File: src/rtl/pe_mac_sequencer_if.sv
// Bundle of host-side and PE-side signals around pe_mac_sequencer.
//   master : host/PE environment (drives start, len, stream, res_ready, PE results)
//   slave  : the sequencer (drives s_ready, result, status and PE control)
//   start/len          job request, len is a vector length of 1..2**L_RAM_SIZE
//   s_data/s_valid/s_ready   operand stream (B words, then A words)
//   res_data/res_valid/res_ready   final FP32 result handshake
//   busy/err           status
//   pe_*               PE control/data
interface pe_mac_sequencer_if #(
  parameter int unsigned L_RAM_SIZE = 4
) ();
  logic                  start;
  logic [L_RAM_SIZE:0]   len;
  logic [31:0]           s_data;
  logic                  s_valid;
  logic                  s_ready;
  logic [31:0]           res_data;
  logic                  res_valid;
  logic                  res_ready;
  logic                  busy;
  logic                  err;
  logic                  pe_aresetn;
  logic [31:0]           pe_din;
  logic [L_RAM_SIZE-1:0] pe_addr;
  logic                  pe_we;
  logic [31:0]           pe_ain;
  logic                  pe_valid;
  logic                  pe_dvalid;
  logic [31:0]           pe_dout;

  modport master (
    output start, len, s_data, s_valid, res_ready, pe_dvalid, pe_dout,
    input  s_ready, res_data, res_valid, busy, err,
           pe_aresetn, pe_din, pe_addr, pe_we, pe_ain, pe_valid
  );

  modport slave (
    input  start, len, s_data, s_valid, res_ready, pe_dvalid, pe_dout,
    output s_ready, res_data, res_valid, busy, err,
           pe_aresetn, pe_din, pe_addr, pe_we, pe_ain, pe_valid
  );
endinterface

File: src/rtl/pe_mac_sequencer.sv
// Drives one accumulating FP32 PE through a dot product: clear the PE, load
// B into PE RAM, issue one MAC per A word (waiting for each result), return
// the final accumulated value.
//   aclk, aresetn : clock, synchronous active-low reset
//   bus (slave)   : job request, operand stream, result handshake, status,
//                   and the PE control/data signals
module pe_mac_sequencer #(
  parameter int unsigned L_RAM_SIZE = 4,
  parameter int unsigned CLR_CYCLES = 2,
  parameter int unsigned TIMEOUT    = 64
) (
  input logic               aclk,
  input logic               aresetn,
  pe_mac_sequencer_if.slave bus
);
  localparam int unsigned LW      = L_RAM_SIZE + 1;
  localparam int unsigned MAX_LEN = 1 << L_RAM_SIZE;
  localparam int unsigned TMAX    = (TIMEOUT > CLR_CYCLES) ? TIMEOUT : CLR_CYCLES;
  localparam int unsigned TW      = $clog2(TMAX) + 1;

  typedef enum logic [2:0] {
    S_IDLE, S_CLEAR, S_LOAD, S_FETCH, S_ISSUE, S_WAIT, S_RESULT
  } state_e;

  state_e                state_q, state_d;
  logic [LW-1:0]         len_q, len_d;
  logic [LW-1:0]         cnt_q, cnt_d;
  logic [TW-1:0]         tmr_q, tmr_d;
  logic                  busy_q, busy_d;
  logic                  err_q, err_d;
  logic                  pe_aresetn_q, pe_aresetn_d;
  logic [31:0]           pe_din_q, pe_din_d;
  logic [L_RAM_SIZE-1:0] pe_addr_q, pe_addr_d;
  logic                  pe_we_q, pe_we_d;
  logic [31:0]           pe_ain_q, pe_ain_d;
  logic                  pe_valid_q, pe_valid_d;
  logic [31:0]           res_data_q, res_data_d;
  logic                  res_valid_q, res_valid_d;
  logic                  s_ready_c;
  logic                  last_c;

  // Stream is only accepted while loading B or issuing an A word.
  assign s_ready_c = (state_q == S_LOAD) || (state_q == S_ISSUE);
  assign last_c    = (cnt_q == len_q - LW'(1));

  // State register.
  always_ff @(posedge aclk) begin
    if (!aresetn) begin
      state_q      <= S_IDLE;
      len_q        <= '0;
      cnt_q        <= '0;
      tmr_q        <= '0;
      busy_q       <= 1'b0;
      err_q        <= 1'b0;
      pe_aresetn_q <= 1'b0;
      pe_din_q     <= '0;
      pe_addr_q    <= '0;
      pe_we_q      <= 1'b0;
      pe_ain_q     <= '0;
      pe_valid_q   <= 1'b0;
      res_data_q   <= '0;
      res_valid_q  <= 1'b0;
    end else begin
      state_q      <= state_d;
      len_q        <= len_d;
      cnt_q        <= cnt_d;
      tmr_q        <= tmr_d;
      busy_q       <= busy_d;
      err_q        <= err_d;
      pe_aresetn_q <= pe_aresetn_d;
      pe_din_q     <= pe_din_d;
      pe_addr_q    <= pe_addr_d;
      pe_we_q      <= pe_we_d;
      pe_ain_q     <= pe_ain_d;
      pe_valid_q   <= pe_valid_d;
      res_data_q   <= res_data_d;
      res_valid_q  <= res_valid_d;
    end
  end

  // Next-state and output logic.
  always_comb begin
    state_d    = state_q;
    len_d      = len_q;
    cnt_d      = cnt_q;
    tmr_d      = tmr_q;
    err_d      = 1'b0;
    pe_din_d   = pe_din_q;
    pe_addr_d  = pe_addr_q;
    pe_we_d    = 1'b0;
    pe_ain_d   = pe_ain_q;
    pe_valid_d = 1'b0;
    res_data_d = res_data_q;

    case (state_q)
      S_IDLE: begin
        if (bus.start) begin
          if ((bus.len != '0) && (bus.len <= LW'(MAX_LEN))) begin
            len_d   = bus.len;
            cnt_d   = '0;
            tmr_d   = '0;
            state_d = S_CLEAR;
          end else begin
            err_d = 1'b1;
          end
        end
      end
      S_CLEAR: begin
        if (tmr_q == TW'(CLR_CYCLES - 1)) begin
          tmr_d   = '0;
          state_d = S_LOAD;
        end else begin
          tmr_d = tmr_q + TW'(1);
        end
      end
      S_LOAD: begin
        if (bus.s_valid) begin
          pe_we_d   = 1'b1;
          pe_addr_d = cnt_q[L_RAM_SIZE-1:0];
          pe_din_d  = bus.s_data;
          if (last_c) begin
            cnt_d   = '0;
            state_d = S_FETCH;
          end else begin
            cnt_d = cnt_q + LW'(1);
          end
        end
      end
      // One idle cycle with the address presented so the PE RAM read settles.
      S_FETCH: begin
        pe_addr_d = cnt_q[L_RAM_SIZE-1:0];
        state_d   = S_ISSUE;
      end
      S_ISSUE: begin
        if (bus.s_valid) begin
          pe_valid_d = 1'b1;
          pe_ain_d   = bus.s_data;
          tmr_d      = '0;
          state_d    = S_WAIT;
        end
      end
      // A dvalid in the final timer cycle still wins over the timeout.
      S_WAIT: begin
        if (bus.pe_dvalid) begin
          res_data_d = bus.pe_dout;
          cnt_d      = cnt_q + LW'(1);
          state_d    = last_c ? S_RESULT : S_FETCH;
        end else if (tmr_q == TW'(TIMEOUT - 1)) begin
          err_d   = 1'b1;
          state_d = S_IDLE;
        end else begin
          tmr_d = tmr_q + TW'(1);
        end
      end
      S_RESULT: begin
        if (bus.res_ready) state_d = S_IDLE;
      end
      default: state_d = S_IDLE;
    endcase

    busy_d       = (state_d != S_IDLE);
    res_valid_d  = (state_d == S_RESULT);
    pe_aresetn_d = (state_d != S_CLEAR);
  end

  assign bus.s_ready    = s_ready_c;
  assign bus.res_data   = res_data_q;
  assign bus.res_valid  = res_valid_q;
  assign bus.busy       = busy_q;
  assign bus.err        = err_q;
  assign bus.pe_aresetn = pe_aresetn_q;
  assign bus.pe_din     = pe_din_q;
  assign bus.pe_addr    = pe_addr_q;
  assign bus.pe_we      = pe_we_q;
  assign bus.pe_ain     = pe_ain_q;
  assign bus.pe_valid   = pe_valid_q;
endmodule

File: src/flat_wrapper.sv
// flat-port wrapper written by rule: the top's interface ports become plain ports
module pe_mac_sequencer_flat 
#(
  parameter int unsigned L_RAM_SIZE = 4,
  parameter int unsigned CLR_CYCLES = 2,
  parameter int unsigned TIMEOUT    = 64
)
  (aclk, aresetn, bus_start, bus_len, bus_s_data, bus_s_valid, bus_res_ready, bus_pe_dvalid, bus_pe_dout, bus_s_ready, bus_res_data, bus_res_valid, bus_busy, bus_err, bus_pe_aresetn, bus_pe_din, bus_pe_addr, bus_pe_we, bus_pe_ain, bus_pe_valid);
  pe_mac_sequencer_if #(.L_RAM_SIZE(L_RAM_SIZE)) bus_i ();
  input logic aclk;
  input logic aresetn;
  input wire logic [$bits(bus_i.start)-1:0] bus_start;
  input wire logic [$bits(bus_i.len)-1:0] bus_len;
  input wire logic [$bits(bus_i.s_data)-1:0] bus_s_data;
  input wire logic [$bits(bus_i.s_valid)-1:0] bus_s_valid;
  input wire logic [$bits(bus_i.res_ready)-1:0] bus_res_ready;
  input wire logic [$bits(bus_i.pe_dvalid)-1:0] bus_pe_dvalid;
  input wire logic [$bits(bus_i.pe_dout)-1:0] bus_pe_dout;
  output wire logic [$bits(bus_i.s_ready)-1:0] bus_s_ready;
  output wire logic [$bits(bus_i.res_data)-1:0] bus_res_data;
  output wire logic [$bits(bus_i.res_valid)-1:0] bus_res_valid;
  output wire logic [$bits(bus_i.busy)-1:0] bus_busy;
  output wire logic [$bits(bus_i.err)-1:0] bus_err;
  output wire logic [$bits(bus_i.pe_aresetn)-1:0] bus_pe_aresetn;
  output wire logic [$bits(bus_i.pe_din)-1:0] bus_pe_din;
  output wire logic [$bits(bus_i.pe_addr)-1:0] bus_pe_addr;
  output wire logic [$bits(bus_i.pe_we)-1:0] bus_pe_we;
  output wire logic [$bits(bus_i.pe_ain)-1:0] bus_pe_ain;
  output wire logic [$bits(bus_i.pe_valid)-1:0] bus_pe_valid;
  assign bus_i.start = bus_start;
  assign bus_i.len = bus_len;
  assign bus_i.s_data = bus_s_data;
  assign bus_i.s_valid = bus_s_valid;
  assign bus_i.res_ready = bus_res_ready;
  assign bus_i.pe_dvalid = bus_pe_dvalid;
  assign bus_i.pe_dout = bus_pe_dout;
  assign bus_s_ready = bus_i.s_ready;
  assign bus_res_data = bus_i.res_data;
  assign bus_res_valid = bus_i.res_valid;
  assign bus_busy = bus_i.busy;
  assign bus_err = bus_i.err;
  assign bus_pe_aresetn = bus_i.pe_aresetn;
  assign bus_pe_din = bus_i.pe_din;
  assign bus_pe_addr = bus_i.pe_addr;
  assign bus_pe_we = bus_i.pe_we;
  assign bus_pe_ain = bus_i.pe_ain;
  assign bus_pe_valid = bus_i.pe_valid;
  pe_mac_sequencer #(.L_RAM_SIZE(L_RAM_SIZE), .CLR_CYCLES(CLR_CYCLES), .TIMEOUT(TIMEOUT)) u_core (.aclk(aclk), .aresetn(aresetn), .bus(bus_i));
endmodule
File: config.mk
export PLATFORM = sky130hd
export DESIGN_NAME = pe_mac_sequencer_flat
export DESIGN_NICKNAME = d
export VERILOG_FILES = /design/src/rtl/pe_mac_sequencer_if.sv /design/src/rtl/pe_mac_sequencer.sv /design/src/flat_wrapper.sv
export SDC_FILE = /design/constraint.sdc
export NUM_CORES = 1
export LEC_CHECK = 0
export ABC_AREA = 1
export CAP_MARGIN = 25
export CORE_MARGIN = 2
export CORE_UTILIZATION = 55
export CTS_CLUSTER_DIAMETER = 40
export DETAILED_ROUTE_END_ITERATION = 8
export DONT_BUFFER_PORTS = 1
export PLACE_DENSITY = 0.85
export SLEW_MARGIN = 5
export SYNTH_ARGS = -nofsm -noshare
export SYNTH_HDL_FRONTEND = slang
export SYNTH_SLANG_ARGS = --single-unit
File: constraint.sdc
create_clock -name aclk -period 1.5 [get_ports aclk]
set_input_delay 0.225 -clock aclk [delete_from_list [all_inputs] [get_ports aclk]]
set_output_delay 0.225 -clock aclk [all_outputs]
set_load 0.02 [all_outputs]
==> results summary, run 1 <==
The critical path arrival came out at 2.05 ns. The power density over cell area came out at 1210 nW/um^2. The via count of the first global-routing pass is about 4500. STA classifies the critical path startpoint as a flop.

The fraction of final layout cells with drive strength greater than 1 is between 20% and 30%. The setup slack at placement is -0.175 ns. The number of vias in the routed layout came out at approximately 4900. The sequential area share after synthesis is 50.4%. The number of DRC markers after the initial detailed-route iteration is 399. The total of buffers placed on input and output ports is 0. STA classifies the critical path endpoint as a flop. The worst hold slack after final layout came out at -0.141 ns. The worst-case vdd ir drop is 0.880 mV. The highest attainable clock frequency came out at 602 MHz. The actual slew at the worst max-slew pin came out at ~0.38 ns. The checks that failed: hold timing, setup timing. The count of nets left with antenna violations once routing finished came out at 0. The clock latency of the later-clocked register in the worst-skew pair came out at around 0.50 ns. The type of the worst setup path is flop to flop. In this run the deepest clock path goes through 2 buffers. The run finished, with violations left. The die covers 9880 sq um.

The final net count came out at 832. The final RePlAce weighted congestion is about 0.92. The max-slew violation total from the final report is 0. The repair_antennas step left the layout with diodes totalling 0. For this run, the number of Yosys warnings is 0. The number of remaining DRC errors is 0. The routed metal-1 wire length is about 5.3 mm.

The mean cell area of the mapped netlist is 7.30 sq um. The clock arrives with 0.00953 ns of skew. The number of search-and-repair iterations in the first detailed-routing pass is 5. The library cell used most frequently in the layout, excluding fill and tap cells, is sky130_fd_sc_hd__nor2_1.

In the layout the commonest cells are sky130_fd_sc_hd__nor2_1, sky130_fd_sc_hd__dfxtp_1, sky130_fd_sc_hd__o21ai_0, sky130_fd_sc_hd__nand2_1, sky130_fd_sc_hd__inv_1. The starting utilization of the core area is 57.1%. The clock root buffer is sky130_fd_sc_hd__clkbuf_8. The first global-routing pass estimated ~21 mm of wire. The layout overhead on the synthesized area is 34.7%. The largest net degree at the start of global routing came out at 113. Counting cells, the worst reg-to-reg path comes to 13. After detailed routing, the total wire length is 14.5 mm. The max-capacitance violation count came out at 0. The cell area after synthesis came out at 5000 sq um. The number of instances in the synthesized netlist came out at around 700. The final critical path takes up 111% of the cycle. The synthesized flop and latch total is 126.

The CTS buffer count came out at 17. Summed over all nets, the half-perimeter wirelength after detailed placement is 8.31 mm. The mean number of vias per cell came out at about 5.6. The number of antenna violations at the first check in global routing is 0. The global route total overflow came out at 0.

TritonCTS built the clock tree. Setup repair after global routing could not meet its margin everywhere. Setup violations remaining at the end of the flow were counted as 11.

The distinct cell type count after synthesis is 27. The analysis attributes to cell leakage a power of 2.78 nW. The number of nets handed over by synthesis was around 760. The instance count along the most critical hold path came out at 2. The required time of the worst setup path is ~1.9 ns.

In this run the count of I/O pins placed on the die edge is 182. In this run the worst path has a maximum fanout of 5. Across all setup checks in the final design, the least slack found is -0.160 ns. The total length of routed met2 wires came out at around 7.4 mm. The vertical die dimension came out at 99.4 microns.

The type of the worst min-delay path is input pin to flop. The number of clock sinks seen by CTS came out at 126. The per-cell routed wire length is about 17 microns.

The core footprint came out at 8760 sq um. The final period demand of the worst path is 1.66 ns. The count of standard-cell rows is 34. The H-tree level count came out at 4.

The total count of hold-check failures in the final report came out at 107. The clock transition time at the flip-flop clock pins of the worst setup and hold paths is ~0.06 ns. The worst slew margin relative to its limit came out at 74.7%. The width of the die came out at slightly below 100 microns. For this run, the total global-route usage over all layers was measured as 26.2%.

The routed wire length on met3 is 1.53 mm. The highest layer touched by signal routing is met4. The final setup TNS came out at -1.22 ns.
-- power breakdown --
part | switching (mW) | internal, mW
Combinational | 0.308 | 0.269
Clock | 1.53 | 2.56
Sequential | 0.0651 | 3.39
-- synthesized netlist by cell type (all sizes together) --
| cell type | instances | area, sq um |
|---|---|---|
| a211oi | 1 | 7.51 |
| a21oi | 54 | 282 |
| and3 | 1 | 6.26 |
| buf | 4 | 18.8 |
| clkbuf | 29 | 109 |
| clkinv | 1 | 5.00 |
| dfxtp | 126 | 2520 |
| ha | 4 | 50.1 |
| inv | 74 | 280 |
| nand2 | 80 | 303 |
| nand3 | 23 | 130 |
| nand4 | 3 | 18.8 |
| nor2 | 163 | 629 |
| nor3 | 3 | 20.0 |
| o211a | 1 | 10.0 |
| o21ai | 112 | 561 |
| o21bai | 1 | 7.51 |
| xor2 | 5 | 43.8 |
-- path summary, 6_finish.rpt --
check | start | slack (ns) | end
setup / recovery | u_core.len_q[1] | -0.16 | u_core.cnt_q[3]
hold / removal | aresetn | -0.14 | u_core.cnt_q[4]
setup reg to reg | u_core.len_q[1] | -0.16 | u_core.cnt_q[3]
hold reg to reg | u_core.len_q[4] | 0.51 | u_core.len_q[4]
-- final cells by class --
type / instances / area, sq um
flip-flops and latches: 126 / 2550
well taps: 108 / 135
multi-input cells: 452 / 2350
clock buffers: 18 / 418
repair buffers: 81 / 811
fillers: 559 / 2020
inverters: 75 / 300
clock inverters: 14 / 181
-- routing by layer --
metal,up-vias,global-route usage (%)
met5,-,0
li1,2323,-
met1,2227,29.4
met2,265,44.6
met4,0,9.27
met3,36,11.1
-- worst max-delay path: stages, from the launching register on --
cell                      delay, ns
sky130_fd_sc_hd__dfxtp_2       0.33
sky130_fd_sc_hd__inv_2         0.05
sky130_fd_sc_hd__ha_4          0.26
sky130_fd_sc_hd__inv_2         0.02
sky130_fd_sc_hd__nand2_1       0.05
sky130_fd_sc_hd__nand2_1       0.04
sky130_fd_sc_hd__nor2_1        0.07
sky130_fd_sc_hd__nand3_1       0.11
sky130_fd_sc_hd__nor2_4        0.19
sky130_fd_sc_hd__nor2_1        0.06
sky130_fd_sc_hd__nor2_1        0.10
sky130_fd_sc_hd__nand2_1       0.09
sky130_fd_sc_hd__nand2_2       0.11
sky130_fd_sc_hd__nor2_1        0.06
-- state kept, by name (all words and copies together) (netlist names), 3 cells and up --
signal / flops
u_core.len_q: 5
u_core.cnt_q: 5
u_core.bus.res_data: 32
u_core.tmr_q: 7
u_core.bus.pe_ain: 32
u_core.bus.pe_din: 32
u_core.bus.pe_addr: 4
u_core.state_q: 3
-- kinds of logic after synthesis --
group | share of synthesized area, %
compound gates | 17.3
simple gates | 22.1
fa+ha+maj | 1.00
flops | 50.4
buf+inv | 8.25
xor+xnor | 0.875
-- stage by stage --
step / area [sq um] / util (%) / instances / total power [mW]
finish: 6740 / 76.9 / 874 / 8.12
global route: 6740 / 76.9 / 874 / 8.42
CTS: 6280 / 71.7 / 854 / 8.07
detailed placement: 5320 / 60.7 / 792 / 3.91
global placement: 5320 / 60.7 / 792 / 3.90
floorplan: 5030 / - / 685 / 3.82
-- repair_timing --
item,CTS,global route
gates resized for setup,27,82
cloned,1,3
pin swaps,13,25
setup buffers,3,8
hold buffers,26,9
hold endpoints to repair,116,116
endpoints found under the setup margin,19,62
(Power assumes the default switching activity.)
==> run 2, diff against run 1 <==
--- a/config.mk
+++ b/config.mk
@@ -10,6 +10,7 @@
 export CORE_MARGIN = 2
 export CORE_UTILIZATION = 55
 export CTS_CLUSTER_DIAMETER = 40
+export CTS_CLUSTER_SIZE = 10
 export DETAILED_ROUTE_END_ITERATION = 8
 export DONT_BUFFER_PORTS = 1
 export PLACE_DENSITY = 0.85
==> results of run 2 <==
The final DEF is identical to that of run 1; final timing and power are the same.
